File: src/rtl/cp0_reg.sv
// MIPS coprocessor-0 register subset: BadVAddr, Count, Compare, Status, Cause, EPC.
// Handles MTC0/MFC0 access, the Count/Compare timer, and exception/eret state updates.
module cp0_reg #(
  parameter int COUNT_HALF = 1
) (
  input  logic        clk,
  input  logic        rst,
  input  logic        we_i,
  input  logic [4:0]  waddr_i,
  input  logic [4:0]  raddr_i,
  input  logic [31:0] data_i,
  input  logic [5:0]  int_i,
  input  logic [31:0] excepttype_i,
  input  logic [31:0] current_inst_addr_i,
  input  logic        is_in_delayslot_i,
  input  logic [31:0] bad_addr_i,
  output logic [31:0] data_o,
  output logic [31:0] count_o,
  output logic [31:0] compare_o,
  output logic [31:0] status_o,
  output logic [31:0] cause_o,
  output logic [31:0] epc_o,
  output logic [31:0] badvaddr_o,
  output logic        timer_int_o
);

  localparam logic [4:0]  ADDR_BADVADDR = 5'd8;
  localparam logic [4:0]  ADDR_COUNT    = 5'd9;
  localparam logic [4:0]  ADDR_COMPARE  = 5'd11;
  localparam logic [4:0]  ADDR_STATUS   = 5'd12;
  localparam logic [4:0]  ADDR_CAUSE    = 5'd13;
  localparam logic [4:0]  ADDR_EPC      = 5'd14;

  localparam logic [31:0] STATUS_WMASK  = 32'h0000_FF03;
  localparam logic [31:0] CAUSE_WMASK   = 32'h0000_0300;
  localparam logic [31:0] STATUS_RESET  = 32'h0040_0000;
  localparam int          EXL_BIT       = 1;

  logic [31:0] r_count;
  logic [31:0] r_compare;
  logic [31:0] r_status;
  logic [31:0] r_cause;
  logic [31:0] r_epc;
  logic [31:0] r_badvaddr;
  logic        r_tick;
  logic        r_timer_int;

  logic        w_exc;
  logic [4:0]  w_exc_code;
  logic        w_eret;
  logic        w_wr;
  logic        w_count_inc;
  logic [31:0] w_status_wdata;
  logic [31:0] w_cause_wdata;
  logic [31:0] w_rdata;

  // NOTE: every signal assigned in always_comb gets a default first so no latch is inferred.
  always_comb begin
    w_exc      = 1'b0;
    w_exc_code = 5'h00;
    case (excepttype_i)
      32'h0000_0001: begin w_exc = 1'b1; w_exc_code = 5'h00; end
      32'h0000_0004: begin w_exc = 1'b1; w_exc_code = 5'h04; end
      32'h0000_0005: begin w_exc = 1'b1; w_exc_code = 5'h05; end
      32'h0000_0008: begin w_exc = 1'b1; w_exc_code = 5'h08; end
      32'h0000_0009: begin w_exc = 1'b1; w_exc_code = 5'h09; end
      32'h0000_000A: begin w_exc = 1'b1; w_exc_code = 5'h0A; end
      32'h0000_000C: begin w_exc = 1'b1; w_exc_code = 5'h0C; end
      default:       ;
    endcase
  end

  // An exception or eret in the same cycle drops the MTC0 entirely.
  assign w_eret         = (excepttype_i == 32'h0000_000E);
  assign w_wr           = we_i & ~w_exc & ~w_eret;
  assign w_count_inc    = (COUNT_HALF != 0) ? r_tick : 1'b1;
  assign w_status_wdata = (r_status & ~STATUS_WMASK) | (data_i & STATUS_WMASK);
  assign w_cause_wdata  = (r_cause & ~CAUSE_WMASK) | (data_i & CAUSE_WMASK);

  // NOTE: sequential state uses non-blocking assignments so all registers update from pre-edge values.
  always_ff @(posedge clk) begin
    if (rst) begin
      r_count     <= 32'h0;
      r_compare   <= 32'h0;
      r_status    <= STATUS_RESET;
      r_cause     <= 32'h0;
      r_epc       <= 32'h0;
      r_badvaddr  <= 32'h0;
      r_tick      <= 1'b0;
      r_timer_int <= 1'b0;
    end else begin
      r_tick <= ~r_tick;

      if (w_wr && waddr_i == ADDR_COUNT)
        r_count <= data_i;
      else if (w_count_inc)
        r_count <= r_count + 32'd1;

      if (w_wr && waddr_i == ADDR_COMPARE)
        r_timer_int <= 1'b0;
      else if (r_compare != 32'h0 && r_count == r_compare)
        r_timer_int <= 1'b1;

      r_cause[15:10] <= {int_i[5] | r_timer_int, int_i[4:0]};

      if (w_exc) begin
        // A nested exception keeps the EPC/BD of the outermost one.
        if (!r_status[EXL_BIT]) begin
          r_epc       <= is_in_delayslot_i ? current_inst_addr_i - 32'd4 : current_inst_addr_i;
          r_cause[31] <= is_in_delayslot_i;
        end
        r_status[EXL_BIT] <= 1'b1;
        r_cause[6:2]      <= w_exc_code;
        if (excepttype_i == 32'h0000_0004 || excepttype_i == 32'h0000_0005)
          r_badvaddr <= bad_addr_i;
      end else if (w_eret) begin
        r_status[EXL_BIT] <= 1'b0;
      end else if (w_wr) begin
        case (waddr_i)
          ADDR_COMPARE: r_compare    <= data_i;
          ADDR_STATUS:  r_status     <= w_status_wdata;
          ADDR_CAUSE:   r_cause[9:8] <= data_i[9:8];
          ADDR_EPC:     r_epc        <= data_i;
          default:      ;
        endcase
      end
    end
  end

  // Reads of a register being written this cycle return the value it will hold next cycle.
  always_comb begin
    w_rdata = 32'h0;
    case (raddr_i)
      ADDR_BADVADDR: w_rdata = r_badvaddr;
      ADDR_COUNT:    w_rdata = (we_i && waddr_i == raddr_i) ? data_i : r_count;
      ADDR_COMPARE:  w_rdata = (we_i && waddr_i == raddr_i) ? data_i : r_compare;
      ADDR_STATUS:   w_rdata = (we_i && waddr_i == raddr_i) ? w_status_wdata : r_status;
      ADDR_CAUSE:    w_rdata = (we_i && waddr_i == raddr_i) ? w_cause_wdata : r_cause;
      ADDR_EPC:      w_rdata = (we_i && waddr_i == raddr_i) ? data_i : r_epc;
      default:       w_rdata = 32'h0;
    endcase
  end

  assign data_o      = w_rdata;
  assign count_o     = r_count;
  assign compare_o   = r_compare;
  assign status_o    = r_status;
  assign cause_o     = r_cause;
  assign epc_o       = r_epc;
  assign badvaddr_o  = r_badvaddr;
  assign timer_int_o = r_timer_int;

endmodule
File: config.mk
export PLATFORM = sky130hd
export DESIGN_NAME = cp0_reg
export DESIGN_NICKNAME = d
export VERILOG_FILES = /design/src/rtl/cp0_reg.sv
export SDC_FILE = /design/constraint.sdc
export NUM_CORES = 1
export LEC_CHECK = 0
export CAP_MARGIN = 20
export CORE_MARGIN = 1.5
export CORE_UTILIZATION = 35
export CTS_BUF_LIST = sky130_fd_sc_hd__clkbuf_4 sky130_fd_sc_hd__clkbuf_8 sky130_fd_sc_hd__clkbuf_16
export DETAILED_ROUTE_END_ITERATION = 7
export PLACE_DENSITY_LB_ADDON = 0.2
export SLEW_MARGIN = 20
export SYNTH_ARGS = -nofsm -noshare
export SYNTH_HDL_FRONTEND = slang
export SYNTH_SLANG_ARGS = --single-unit
File: constraint.sdc
create_clock -name clk -period 3.6 [get_ports clk]
set_clock_uncertainty 0.15 [all_clocks]
set_input_delay 0.36 -clock clk [delete_from_list [all_inputs] [get_ports clk]]
set_output_delay 0.36 -clock clk [all_outputs]
set_load 0.1 [all_outputs]
==> flow_summary.json <==
{
  "status": "complete, no violations",
  "crit_required_ps": 3090,
  "start_util_pct": 35.5,
  "post_cts_buffers": 0,
  "post-place-ws_ps": 282,
  "period_share_pct": 93.2,
  "sw_frac_of_total_pct": 30.8,
  "end_kind": "primary output",
  "synthTopCellsByCount": "dfxtp_1 (153), nand2_1 (153), nor2_1 (100)",
  "synth_cell_types": 65,
  "cts_tree": "built",
  "synth.yosys.seq_area_share_pct": 33.3,
  "combinationalPowerShare_pct": 18.7,
  "slew_headroom_pct": 28.1,
  "slew_violations": 0,
  "setup_viol": 0,
  "critical_path_class": "in -> out",
  "grt_overflow": 0,
  "die_area_mm2": 0.0273,
  "vias": 9907,
  "cts_buffers": 17,
  "syn-cell-area_mm2": 0.00920,
  "wire_per_inst_um": 23.0,
  "fp.dieW_um": 165,
  "startpoint": "waddr_i[1]",
  "setup.worst_path.start_class": "input pin",
  "reg2regPathDepth": 6,
  "drive_gt1_share_pct": 10.3,
  "root_buffer": "clkbuf_16",
  "grt_usage_pct": 29.1,
  "synthArstFlopShare_pct": 0,
  "avgViaCountPerCell": 5.61,
  "dp_hpwl_um": 31700,
  "cts_sinks": 153,
  "fillers": 2459,
  "insertion_delay_ps": 430,
  "fp.dieH_um": 165,
  "hp-class": "in -> reg",
  "tns_ps": 0,
  "p_switching_w": 0.00135,
  "r2r-start": "count_o[6]",
  "ctsResizeCount": 0,
  "seq_power_share_pct": 39.9,
  "clkTransAtPathRegs_ps": 70,
  "place_congestion": 0.921,
  "yosysTopAreaCell": "dfxtp_1",
  "core_mm2": 0.0259,
  "arrival_ps": 2840,
  "crit_end": "data_o[14]",
  "maxCapViolCount": 0,
  "first_global_vias": 8856,
  "syn2layout_area_growth_pct": 48.3,
  "drt_iter0_drc": 1045,
  "rsz0062_at_grt": "no",
  "fp-row-count": 59,
  "cts_hold_buf": 0,
  "grt_max_degree": 138,
  "p_clk_share_pct": 41.4,
  "synth_edf_count": 0,
  "yosysWarnings": 0,
  "path_max_fanout": 19,
  "synth_top_area_share_pct": 33.3,
  "reg2reg_slack_ps": 1140,
  "ys_ff_latch": 153,
  "finalPower_w": 0.00437,
  "io_pins": 373,
  "finalWorstSetupSlack_ps": 246,
  "whs_ps": 328,
  "worstMarginPinSlew_ps": 1070,
  "antenna_found_initial": 1,
  "ant_nets": 0,
  "total_leakage_power_nw": 5.34,
  "p_int_w": 0.00302,
  "dr.pass1.iters": 6,
  "netlist_instances": 1122,
  "vdd_ir_drop_max_mv": 0.254,
  "r2r_end": "count_o[30]",
  "finalNetCount": 1569,
  "final_util_pct": 52.6,
  "drc": 0,
  "synth_ff_type": "dfxtp_1",
  "period_minus_slack_ps": 3350,
  "wirelength_um": 40700,
  "cts_buffer_depth": 2,
  "ys_top_cells_by_area": "dfxtp_1 (33%), mux2i_1 (6.6%), nand2_1 (6.2%)",
  "hold_viol": 0,
  "syn_avg_cell_area_um2": 8.20,
  "power_density_mw_per_mm2": 320,
  "grt_pass1_wl_um": 58200,
  "htreeDepth": 4,
  "port_buffers": 331,
  "max_clock_freq_mhz": 298
}
==> critical path: stages <==
cell	delay (ps)
clkdlybuf4s50_1	550
xor2_1	220
nor4_1	470
and3_1	230
buf_4	240
a21oi_1	130
a221oi_1	230
nand2_1	180
buf_12	210
==> worst min-delay path by stage <==
stage / depth (start not counted) / start / slack, ps / endpoint
after floorplan: 2 / int_i[5] / 330 / cause_o[15]
after global placement: 2 / badvaddr_o[29] / 320 / badvaddr_o[29]
after detailed placement: 2 / badvaddr_o[30] / 330 / badvaddr_o[30]
after CTS: 3 / bad_addr_i[12] / 320 / badvaddr_o[12]
after global routing: 2 / int_i[0] / 330 / cause_o[10]
final: 2 / int_i[0] / 330 / cause_o[10]
==> kinds of logic (layout without fill, tap and decap cells) <==
logic type	Yosys count	count (layout)	share of synthesized area, %
AO/OA/AOI/OAI	228	228	17.1
XOR/XNOR	95	95	9.05
adder cells (fa/ha/maj)	2	2	0.272
buffers and inverters	139	409	8.08
flip-flops	153	153	33.3
multiplexers	76	76	8.48
other	2	42	0.0817
AND/OR/NAND/NOR	427	427	23.6
==> area by class of cell <==
type / instances / area (um2) / share of cell area (%)
diodes: 1 / 2.50 / 0.0184
clock buffers: 20 / 454 / 3.33
clock inverters: 11 / 123 / 0.899
inverters: 10 / 37.5 / 0.275
multi-input cells: 869 / 5550 / 40.7
flip-flops and latches: 153 / 3060 / 22.5
well taps: 335 / 419 / 3.07
repair buffers: 368 / 3980 / 29.2
==> power groups by stage <==
stage          clock network, W  logic, W  registers, W
6_report                0.00181  0.000816       0.00174
3_3_place_gp                  0  0.000806       0.00178
2_1_floorplan                 0  0.000398       0.00190
3_5_place_dp                  0  0.000807       0.00178
5_1_grt                 0.00189  0.000847       0.00175
4_1_cts                 0.00182  0.000810       0.00174
==> per-stage QoR <==
stage	instance area, um2	cells
floorplan	9340	1161
global placement	13100	1735
detailed placement	13100	1735
CTS	13600	1766
global route	13600	1767
finish	13600	1767
==> per-layer routing <==
| metal | routed length [um] | global-route usage, % | part of all wire, % | vias to the layer above |
|---|---|---|---|---|
| li1 | - | - | - | 4569 |
| met1 | 17100 | 40.1 | 42 | 4700 |
| met2 | 18700 | 45.5 | 46 | 583 |
| met3 | 3930 | 5.77 | 9.6 | 55 |
| met4 | 1000 | 9.01 | 2.5 | 0 |
| met5 | 0 | 0 | 0 | - |
==> state kept, by name, summed over array words and instances (netlist names) <==
register and count:
epc_o 32, badvaddr_o 32, cause_o 13, count_o 32, compare_o 32, timer_int_o 1, status_o 10, r_tick 1
==> layout by cell type (no fill, tap or decap), types with 6 or more instances in the layout <==
| cell | instances |
|---|---|
| xnor2_1 | 31 |
| a221oi_1 | 10 |
| clkdlybuf4s50_1 | 293 |
| a221o_1 | 7 |
| nor2b_1 | 11 |
| nand3_1 | 26 |
| dfxtp_1 | 153 |
| or4_1 | 7 |
| nor4_2 | 6 |
| mux2_2 | 15 |
| buf_12 | 39 |
| nand2_1 | 153 |
| or3_1 | 6 |
| xor2_1 | 64 |
| a22o_1 | 16 |
| o22ai_1 | 16 |
| a222oi_1 | 16 |
| clkbuf_16 | 17 |
| nor2_1 | 100 |
| nor4_1 | 30 |
| o21ai_0 | 28 |
| a21oi_1 | 58 |
| buf_4 | 36 |
| a22oi_1 | 28 |
| mux2i_1 | 61 |
| a211oi_1 | 32 |
| nor3_1 | 30 |
| nand4_1 | 17 |
| conb_1 | 41 |
| inv_1 | 9 |
Power figures use the tool's default switching activity.
